**config.mk**
```make
export PLATFORM = sky130hd
export DESIGN_NAME = utype_exec_seq
export DESIGN_NICKNAME = d
export VERILOG_FILES = /design/src/rtl/utype_exec_seq.sv
export SDC_FILE = /design/constraint.sdc
export NUM_CORES = 1
export LEC_CHECK = 0
export BUFFER_PORTS_ARGS = -buffer_cell sky130_fd_sc_hd__buf_2
export CAP_MARGIN = 20
export CELL_PAD_IN_SITES_DETAIL_PLACEMENT = 2
export CELL_PAD_IN_SITES_GLOBAL_PLACEMENT = 2
export CORE_MARGIN = 1
export CORE_UTILIZATION = 27
export DETAILED_ROUTE_END_ITERATION = 6
export GPL_TIMING_DRIVEN = 0
export HOLD_SLACK_MARGIN = 0.12
export PLACE_DENSITY = 0.75
export SLEW_MARGIN = 20
export SYNTH_ARGS = -nofsm -noshare
export SYNTH_HDL_FRONTEND = slang
export SYNTH_SLANG_ARGS = --single-unit
```
**constraint.sdc**
```tcl
create_clock -name i_clk -period 2.15 [get_ports i_clk]
set_input_delay 0.1075 -clock i_clk [delete_from_list [all_inputs] [get_ports i_clk]]
set_output_delay 0.1075 -clock i_clk [all_outputs]
set_load 0.005 [all_outputs]
```
**src/rtl/utype_exec_seq.sv**
```systemverilog
// ---------------------------------------------------------------------------
// utype_exec_seq
//
// Multi-cycle fetch/decode/writeback sequencer for the RV32 U-type subset
// (LUI / AUIPC). Owns the program counter, fetches one instruction word per
// pass over a req/ack instruction port, computes the U-type result and drives
// a single register-file write port. Any other opcode is flagged as illegal
// and skipped without a write.
//
// Ports
//   i_clk          clock, all state on rising edge
//   i_rst          synchronous reset, active-high
//   i_en           run enable, sampled at instruction boundaries
//   o_imem_req     fetch request (high throughout FETCH)
//   o_imem_addr    fetch address (always the current pc)
//   i_imem_ack     fetch complete, i_imem_rdata valid this cycle
//   i_imem_rdata   fetched instruction word
//   o_rf_we        register-file write strobe (registered, one cycle in WB)
//   o_rf_waddr     write register index, inst[11:7]
//   o_rf_wdata     write data
//   o_pc           current program counter
//   o_illegal      one-cycle pulse in DECODE for a non-U-type opcode
//   o_retired      count of retired legal instructions (wraps)
//   o_busy         high in any state other than IDLE
//
// FSM
//   state  | meaning
//   IDLE   | parked, outputs quiet, waits for i_en
//   FETCH  | request word at pc, hold until ack
//   DECODE | classify opcode, compute result or skip illegal word
//   WB     | write strobe active, pc and retired advance on exit
// ---------------------------------------------------------------------------
module utype_exec_seq #(
    parameter logic [31:0] RESET_PC = 32'h0000_0000,
    parameter int          CNT_W    = 16
) (
    input  logic             i_clk,
    input  logic             i_rst,
    input  logic             i_en,
    output logic             o_imem_req,
    output logic [31:0]      o_imem_addr,
    input  logic             i_imem_ack,
    input  logic [31:0]      i_imem_rdata,
    output logic             o_rf_we,
    output logic [4:0]       o_rf_waddr,
    output logic [31:0]      o_rf_wdata,
    output logic [31:0]      o_pc,
    output logic             o_illegal,
    output logic [CNT_W-1:0] o_retired,
    output logic             o_busy
);

    localparam logic [1:0] S_IDLE   = 2'd0;
    localparam logic [1:0] S_FETCH  = 2'd1;
    localparam logic [1:0] S_DECODE = 2'd2;
    localparam logic [1:0] S_WB     = 2'd3;

    localparam logic [6:0] OP_LUI   = 7'b0110111;
    localparam logic [6:0] OP_AUIPC = 7'b0010111;

    function automatic logic is_utype(input logic [6:0] opcode);
        return (opcode == OP_LUI) || (opcode == OP_AUIPC);
    endfunction

    // -----------------------------------------------------------------------
    // State and datapath registers
    // -----------------------------------------------------------------------
    logic [1:0]       r_state;
    logic [1:0]       w_state_nxt;
    logic [31:0]      r_pc;
    logic [31:0]      r_ir;
    logic [CNT_W-1:0] r_retired;
    logic             r_rf_we;
    logic [4:0]       r_rf_waddr;
    logic [31:0]      r_rf_wdata;
    logic             r_illegal;

    // -----------------------------------------------------------------------
    // Instruction field split
    // -----------------------------------------------------------------------
    logic [6:0]  w_opcode;
    logic [4:0]  w_rd;
    logic [19:0] w_imm;
    logic [31:0] w_imm_shifted;
    logic        w_legal;
    logic [31:0] w_result;
    logic [31:0] w_pc_inc;

    assign w_opcode      = r_ir[6:0];
    assign w_rd          = r_ir[11:7];
    assign w_imm         = r_ir[31:12];
    assign w_imm_shifted = {w_imm, 12'h000};
    assign w_legal       = is_utype(w_opcode);
    assign w_pc_inc      = r_pc + 32'd4;

    // AUIPC adds to the pc of the instruction itself; pc has not yet moved
    // while in DECODE, so r_pc is the right operand. Carry out is dropped.
    always_comb begin
        w_result = w_imm_shifted;
        if (w_opcode == OP_AUIPC) begin
            w_result = r_pc + w_imm_shifted;
        end
    end

    // -----------------------------------------------------------------------
    // Next-state logic
    // -----------------------------------------------------------------------
    always_comb begin
        w_state_nxt = r_state;
        case (r_state)
            S_IDLE: begin
                if (i_en) begin
                    w_state_nxt = S_FETCH;
                end
            end
            S_FETCH: begin
                if (i_imem_ack) begin
                    w_state_nxt = S_DECODE;
                end
            end
            S_DECODE: begin
                if (w_legal) begin
                    w_state_nxt = S_WB;
                end else if (i_en) begin
                    w_state_nxt = S_FETCH;
                end else begin
                    w_state_nxt = S_IDLE;
                end
            end
            S_WB: begin
                if (i_en) begin
                    w_state_nxt = S_FETCH;
                end else begin
                    w_state_nxt = S_IDLE;
                end
            end
            default: begin
                w_state_nxt = S_IDLE;
            end
        endcase
    end

    // -----------------------------------------------------------------------
    // Sequential state
    // -----------------------------------------------------------------------
    always_ff @(posedge i_clk) begin
        if (i_rst) begin
            r_state    <= S_IDLE;
            r_pc       <= RESET_PC;
            r_ir       <= 32'h0000_0000;
            r_retired  <= '0;
            r_rf_we    <= 1'b0;
            r_rf_waddr <= 5'd0;
            r_rf_wdata <= 32'h0000_0000;
            r_illegal  <= 1'b0;
        end else begin
            r_state   <= w_state_nxt;
            // Strobes default low so each is a single-cycle pulse.
            r_rf_we   <= 1'b0;
            r_illegal <= 1'b0;

            case (r_state)
                S_FETCH: begin
                    if (i_imem_ack) begin
                        r_ir      <= i_imem_rdata;
                        // Classified from the raw word so the registered
                        // pulse lines up with the DECODE cycle.
                        r_illegal <= ~is_utype(i_imem_rdata[6:0]);
                    end
                end
                S_DECODE: begin
                    if (w_legal) begin
                        r_rf_waddr <= w_rd;
                        r_rf_wdata <= w_result;
                        // x0 writes are suppressed but still retire in WB.
                        r_rf_we    <= (w_rd != 5'd0);
                    end else begin
                        r_pc <= w_pc_inc;
                    end
                end
                S_WB: begin
                    r_pc      <= w_pc_inc;
                    r_retired <= r_retired + CNT_W'(1);
                end
                default: begin
                end
            endcase
        end
    end

    // -----------------------------------------------------------------------
    // Outputs
    // -----------------------------------------------------------------------
    assign o_imem_req  = (r_state == S_FETCH);
    assign o_imem_addr = r_pc;
    assign o_busy      = (r_state != S_IDLE);
    assign o_pc        = r_pc;
    assign o_retired   = r_retired;
    assign o_rf_we     = r_rf_we;
    assign o_rf_waddr  = r_rf_waddr;
    assign o_rf_wdata  = r_rf_wdata;
    assign o_illegal   = r_illegal;

endmodule
```
==> results of run 1 <==
## cells in the mapped netlist (2+ instances only)
| cell type | count | area [um^2] |
|---|---|---|
| a211oi_1 | 9 | 67.6 |
| a21o_1 | 8 | 60.1 |
| a21oi_1 | 78 | 390 |
| a311oi_1 | 8 | 70.1 |
| a31oi_1 | 3 | 18.8 |
| and2_1 | 5 | 31.3 |
| and3_1 | 5 | 31.3 |
| and4_1 | 8 | 70.1 |
| buf_2 | 11 | 55.1 |
| buf_4 | 36 | 270 |
| clkbuf_1 | 29 | 109 |
| dfxtp_1 | 117 | 2340 |
| ha_1 | 21 | 263 |
| inv_1 | 16 | 60.1 |
| mux2i_1 | 3 | 30.0 |
| nand2_1 | 129 | 484 |
| nand2b_1 | 5 | 31.3 |
| nand3_1 | 30 | 150 |
| nand4_1 | 12 | 75.1 |
| nand4b_1 | 2 | 17.5 |
| nor2_1 | 82 | 308 |
| nor3_1 | 11 | 55.1 |
| o2111ai_1 | 2 | 17.5 |
| o211ai_1 | 4 | 30.0 |
| o21ai_0 | 21 | 105 |
| o31a_1 | 2 | 17.5 |
| or2_2 | 2 | 12.5 |
| or3_1 | 9 | 56.3 |
| or4_1 | 2 | 15.0 |
| xnor2_1 | 23 | 201 |
| xor2_1 | 28 | 245 |
## placed cells by master, fill, tap and decap left out, drive strengths merged, types with 8 or more instances in the layout
master and n:
buf 232, nand2 129, dfxtp 117, nor2 83, a21oi 78, clkbuf 48
dlygate4sd3 33, nand3 30, xor2 28, xnor2 23, o21ai 22, ha 21
inv 20, nand4 13, nor3 11, a211oi 10, or3 9, a21o 8
a311oi 8, and4 8
## through the flow
| stage | cell area [um^2] | setup slack [ns] |
|---|---|---|
| after CTS | 8480 | -0.249 |
| after detailed placement | 7100 | -0.464 |
| after floorplan | 6010 | -0.0229 |
| final | 8880 | -0.201 |
| after global routing | 8880 | -0.264 |
| after global placement | 7100 | -0.429 |
## power by group
group / internal, mW / switching (mW)
clock network: 1.95 / 1.14
logic: 0.153 / 0.187
registers: 2.19 / 0.0343
total: 4.29 / 1.36
## metal layers
metal	GRT usage, %	share of wire (%)
met5	0	0
met4	6.11	1.7
met3	4.55	3.5
met2	38.4	51
met1	26.8	43
## sequential cells by signal, indices dropped and copies added, names as in the netlist
register	flops
r_ir	32
o_imem_addr	30
o_rf_wdata	30
o_retired	16
o_rf_waddr	5
r_state	2
o_illegal	1
o_rf_we	1
## final cells by class
type | instances | share of cell area, %
Buffer | 76 | 5.59
Clock buffer | 18 | 4.83
Clock inverter | 14 | 2.24
Inverter | 16 | 0.676
Multi-Input combinational cell | 541 | 40.4
Sequential cell | 117 | 27.1
Tap cell | 275 | 3.87
Timing Repair Buffer | 219 | 15.3
## how the worst min path moves through the flow
stage / startpoint / endpoint / depth (start not counted)
floorplan: i_imem_rdata[0] / o_illegal / 1
finish: i_imem_ack / r_ir[30] / 5
detailed placement: i_imem_rdata[0] / o_illegal / 2
global placement: i_imem_rdata[12] / r_ir[12] / 3
global route: i_imem_ack / r_ir[30] / 5
CTS: i_imem_ack / r_ir[30] / 4
## repair_timing
| action | in CTS | in global routing |
|---|---|---|
| endpoints found under the hold margin | 34 | 0 |
| resized for setup | 92 | 72 |
| gates cloned | 0 | 0 |
| setup endpoints to repair | 46 | 53 |
| pin swaps | 30 | 38 |
| buffers inserted | 14 | 25 |
| hold buffers | 33 | 0 |
## logic make-up after synthesis
logic type	count (synthesis)	synth area share [%]
compound gates	150	16.0
buf+inv	93	8.39
fa+ha+maj	22	4.75
xor+xnor	51	7.50
other cells	1	0.0630
mux	3	0.504
simple gates	309	23.5
flops	117	39.3
## worst register-to-register path, delay by kind of cell (launching register included)
| kind | cells | cell delay [ns] |
|---|---|---|
| AOI/OAI and AO/OA | 5 | 0.89 |
| xor gates and xnor gates | 1 | 0.15 |
| adders and majority gates | 2 | 0.48 |
| buffers and inverters | 2 | 0.21 |
| DFF | 1 | 0.37 |
| and+or+nand+nor | 1 | 0.16 |
==> run summary, run 1 <==
Status -> finished, violations left
Failing checks -> negative setup slack
Synth-to-layout area growth -> 49.2%
TritonCTS clock tree -> done
Worst Skew -> 0.0201 ns
Routed WL -> 25100 um
Worst slew margin -> 39.6%
RSZ-0062 raised after global routing -> true
Total power -> 5.65 mW
CP most frequent cell -> a21oi_4
Post-DP HPWL -> 16300 um
Yosys warnings -> 0
Seq/Total Area, Yosys -> 39.3%
Via Count -> 6346
Max Clk Rate -> 0.425 GHz
Kind of critical path -> flop to flop
RR Startpoint -> r_ir[12]
Min Tclk post-route -> 2.35 ns
Post-synth ARST share -> 0%
CP Max Fanout -> 3
Fin worst setup slack -> -0.201 ns
Critical path capture point -> o_rf_wdata[30]
Total grt overflow -> 0
Post-route DRC -> 0
I/O pin cnt -> 157
Post-Synthesis Cell Area -> 5950 um^2
Crit path cell chain -> ha_4 > inv_2 > fa_2 > nand2b_4 > a21oi_4 > o21a_1 > o31a_1 > buf_4 > a21oi_4 > xor2_1 > a221oi_1
Hold WS -> 0.241 ns
Fin crit share -> 109%
Cell total after placement -> 1175
Yosys reg bits -> 117
Fillcell total -> 2376
Clock sinks -> 117
Diodes inserted -> 0
Initial Util -> 28.0%
Per-cell routed wire length -> 19.7 um
Top delay family on crit path -> compound AO/OA/AOI/OAI gates
Rows -> 53
Root buffer cell -> clkbuf_16
Initial antenna violation count -> 0
Slew Limit Fails -> 0
Core area -> 21300 um^2
Vias per inst -> 4.97
Detail Route Antenna Nets -> 0
Placer Congestion -> 0.828
1st-iter DRT viols -> 302
Critical path arrival -> 2.68 ns
Pleak -> 3.79 nW
R2r setup slk -> -0.20 ns
Die ar. -> 22600 um^2
Worst Hold Class -> input port to flop
Mapped Cells -> 746
CP startpoint kind -> flop
Gr usage total -> 21.9%
Critical Path End Type -> flop
H-tree Lvls -> 4
CP max stage cell -> dfxtp_4
Worst skew pair latency -> 0.44 ns
Reg2reg end -> o_rf_wdata[30]
Largest net degree at the start of global routing -> 17
Most used DFF post-synth -> dfxtp_1
Global-route wire length before repair -> 37100 um
CP Launch Point -> r_ir[12]
IR drop worst, VDD -> 0.000493 V
Fraction of layout cells with a size suffix above 1 -> 37.0%
Clock transition at path regs -> 0.06 ns
Final hold vios -> 0
Nets -> 1046
Final Util -> 41.7%
Final setup vio count -> 10
Vias in the first global route -> 6649
Die X -> 150 um
Worst slew pin tran -> 0.906 ns
Bufs and invs on worst path -> 2
Sequential cell area -> 2400 um^2
Pwr Density -> 637 nW/um^2
R2R depth -> 11
CTS Buffer Depth -> 2
Setup TNS -> -0.950 ns
Count of different cell masters after synthesis -> 56
Required time worst endpoint -> 2.48 ns
Number of synthesized flops with an enable pin -> 0
Max-cap check violation count -> 0
Non-Filler Instances -> 1276
Syn Area/Cell -> 7.98 um^2
IO Port Bufs -> 149
TritonCTS Buffers -> 17
CP Depth -> 11
Max incr delay on CP -> 0.37 ns
Die span in y -> 150 um
Drt pass-1 iters -> 4
Area of the multi-input gates -> 3590 um^2
Note: power is estimated with default switching activity, not from simulation.
==> run 2, diff against run 1 <==
BUFFER_PORTS_ARGS = not set   (was -buffer_cell sky130_fd_sc_hd__buf_2)
CORE_UTILIZATION = 28   (was 27)
DONT_BUFFER_PORTS = 1   (was not set)
PLACE_DENSITY = 0.66   (was 0.75)
==> run 2 against run 1 <==
  * Clock-buffer cell count is 1 lower
  * First-iteration DRC count is 49% lower
  * Utilization is 3.5 points lower
  * Combinational power is 16% lower
  * Worst setup slack worse by 0.033 ns
  * Via count is 11% lower
  * Sequential share of layout area is 3.4 points higher
  * Critical path depth is 1 lower
  * Design area is 11% lower
  * The run still ends with negative setup slack left
  * Largest power group unchanged
  * Cell count is 13% lower
  * Power is 4.4% lower
  * Register-to-register slack worse by 0.03 ns
==> run summary, run 2 (synthesized netlist as in run 1, its figures left out) <==
Clock transition at path regs -> 0.07 ns (about the same)
Max-cap check violation count -> 0 (unchanged)
Worst Hold Class -> input port to flop
Status -> finished, violations left
Total grt overflow -> 0 (unchanged)
Via Count -> 5655 (-11%)
Rows -> 52 (-1.9%)
Fillcell total -> 2315 (-2.6%)
RSZ-0062 raised after global routing -> true
Nets -> 881 (-16%)
Crit path cell chain -> ha_4 > inv_2 > fa_2 > nand2b_4 > a21oi_4 > o21a_1 > o31a_1 > a31oi_4 > xor2_2 > a2111oi_2
Design area -> 7860 um^2 (-11%)
Global-route wire length before repair -> 35700 um (-3.9%)
Worst slew margin -> 43.9% (+4.3 points)
Total power -> 5.40 mW (-4.4%)
Largest register FFs -> 32 (unchanged)
RR Startpoint -> o_imem_addr[12]
I/O pin cnt -> 157 (unchanged)
Placement Cell Area -> 6340 um^2 (-11%)
H-tree Lvls -> 4 (unchanged)
Vias per inst -> 5.11 (+2.7%)
Vias in the first global route -> 6203 (-6.7%)
Top delay family on crit path -> compound AO/OA/AOI/OAI gates
Cell total after placement -> 1021 (-13%)
Min Tclk post-route -> 2.38 ns (+0.0335 ns)
Most frequent cells in the layout -> nand2_1 (128), dfxtp_1 (92), nor2_1 (79), a21oi_1 (68), buf_4 (58)
Routed WL -> 23000 um (-8.7%)
Failing checks -> negative setup slack
Hold Crit Start -> i_imem_rdata[4]
Critical path arrival -> 2.71 ns (+0.03 ns)
Core area -> 20600 um^2 (-3.4%)
Biggest register -> r_ir
TritonCTS clock tree -> done
Max Clk Rate -> 0.419 GHz (-1.4%)
Final hold vios -> 0 (unchanged)
Post-DP HPWL -> 16400 um (+0.60%)
Post-route DRC -> 0 (unchanged)
CP Max Fanout -> 5 (+2)
Slew Limit Fails -> 0 (unchanged)
Fin worst setup slack -> -0.234 ns (-0.0335 ns)
Initial antenna violation count -> 1 (+1)
Reg2reg end -> o_rf_wdata[26]
Per-cell routed wire length -> 20.7 um (+5.3%)
Kind of critical path -> flop to flop
Non-Filler Instances -> 1107 (-13%)
Max incr delay on CP -> 0.39 ns (+0.02 ns)
Clock sinks -> 117 (unchanged)
Placer Congestion -> 0.850 (+2.6%)
CP startpoint kind -> flop
Worst skew pair latency -> 0.43 ns (about the same)
Root buffer cell -> clkbuf_16
1st-iter DRT viols -> 155 (-49%)
Die X -> 148 um (-1.8%)
Drt pass-1 iters -> 5 (+1)
Placement Setup Slack -> -0.464 ns (+0.000447 ns)
IO Port Bufs -> 0 (-100%)
Critical Path End Type -> flop
CTS Buffer Depth -> 2 (unchanged)
Initial Util -> 29.0% (+0.99 points)
Hold endpoint -> o_illegal
TritonCTS Buffers -> 17 (unchanged)
Pleak -> 2.91 nW (-23%)
Required time worst endpoint -> 2.47 ns (about the same)
Largest net degree at the start of global routing -> 17 (unchanged)
Setup TNS -> -1.70 ns (-0.747 ns)
Fin crit share -> 111% (+1.6 points)
Fraction of layout cells with a size suffix above 1 -> 23.7% (-13 points)
Synth-to-layout area growth -> 32.1%
Bufs and invs on worst path -> 1 (-1)
Gr usage total -> 21.5% (-0.36 points)
Hold path depth -> 2 (-3)
Pwr Density -> 687 nW/um^2 (+7.9%)
Die ar. -> 21800 um^2 (-3.5%)
Worst Skew -> 0.0113 ns (-0.00877 ns)
R2r setup slk -> -0.23 ns (-0.03 ns)
CP max stage cell -> dfxtp_4
Final setup vio count -> 11 (+1)
Detail Route Antenna Nets -> 0 (unchanged)
IR drop worst, VDD -> 0.000490 V (-0.60%)
R2R depth -> 10 (-1)
Commonest non-fill, non-tap cell in the layout -> nand2_1
Worst slew pin tran -> 0.841 ns (-0.0644 ns)
Die span in y -> 148 um (-1.8%)
==> run 2: changes by cell type in the layout (fill, tap and decap cells not counted), sizes merged <==
cell         delta
diode           +1
dlygate4sd3     +2
inv             +6
clkbuf          -1
clkinv          -4
bufinv          -3
clkinvlp        +2
buf           -167
==> run 2: metrics by stage <==
stage | hold WS, ns | util, %
after floorplan | 0.227 | -
after global placement | 0.239 | 30.9
after detailed placement | 0.238 | 30.9
after CTS | 0.122 | 37.5
after global routing | 0.139 | 38.2
final | 0.139 | 38.2
==> run 2: worst max-delay path by stage <==
stage                               start  depth (start not counted)              to  slack, ns
after CTS                 o_imem_addr[12]                         10  o_rf_wdata[26]      -0.24
final                     o_imem_addr[12]                         10  o_rf_wdata[26]      -0.23
after floorplan           o_imem_addr[12]                         10  o_rf_wdata[26]      -0.02
after global routing      o_imem_addr[12]                         10  o_rf_wdata[26]      -0.30
after detailed placement  o_imem_addr[19]                          9  o_rf_wdata[26]      -0.46
after global placement    o_imem_addr[14]                          8  o_rf_wdata[31]      -0.41
==> run 2: per-layer routing <==
layer	vias to the layer above	wire, um	global-route usage (%)
met5	-	0	0
met4	0	417	7.11
met3	30	1430	6.30
met2	142	11300	36.9
met1	2806	9830	25.6
li1	2677	-	-
==> run 2: area by class of cell <==
class / count / area (um^2) / share of cell area (%)
diodes: 1 / 2.50 / 0.0318
well taps: 270 / 338 / 4.30
clock buffers: 17 / 425 / 5.41
repair buffers: 55 / 512 / 6.51
plain buffers: 75 / 478 / 6.08
flip-flops and latches: 117 / 2390 / 30.4
inverters: 16 / 60.1 / 0.764
clock inverters: 15 / 160 / 2.04
multi-input cells: 541 / 3490 / 44.4
==> run 2: timing repair <==
| action | in CTS | in global routing |
|---|---|---|
| endpoints found under the hold margin | 34 | 0 |
| hold buffers | 35 | 0 |
| setup endpoints to repair | 46 | 66 |
| setup buffers | 15 | 8 |
| gates resized for setup | 93 | 54 |
| pin swaps | 33 | 24 |
==> run 2: report_power, final <==
part	leakage [nW]	internal [mW]	switching [mW]
combinational	1.67	0.118	0.168
sequential	0.960	2.19	0.0322
clock	0.277	1.64	1.25
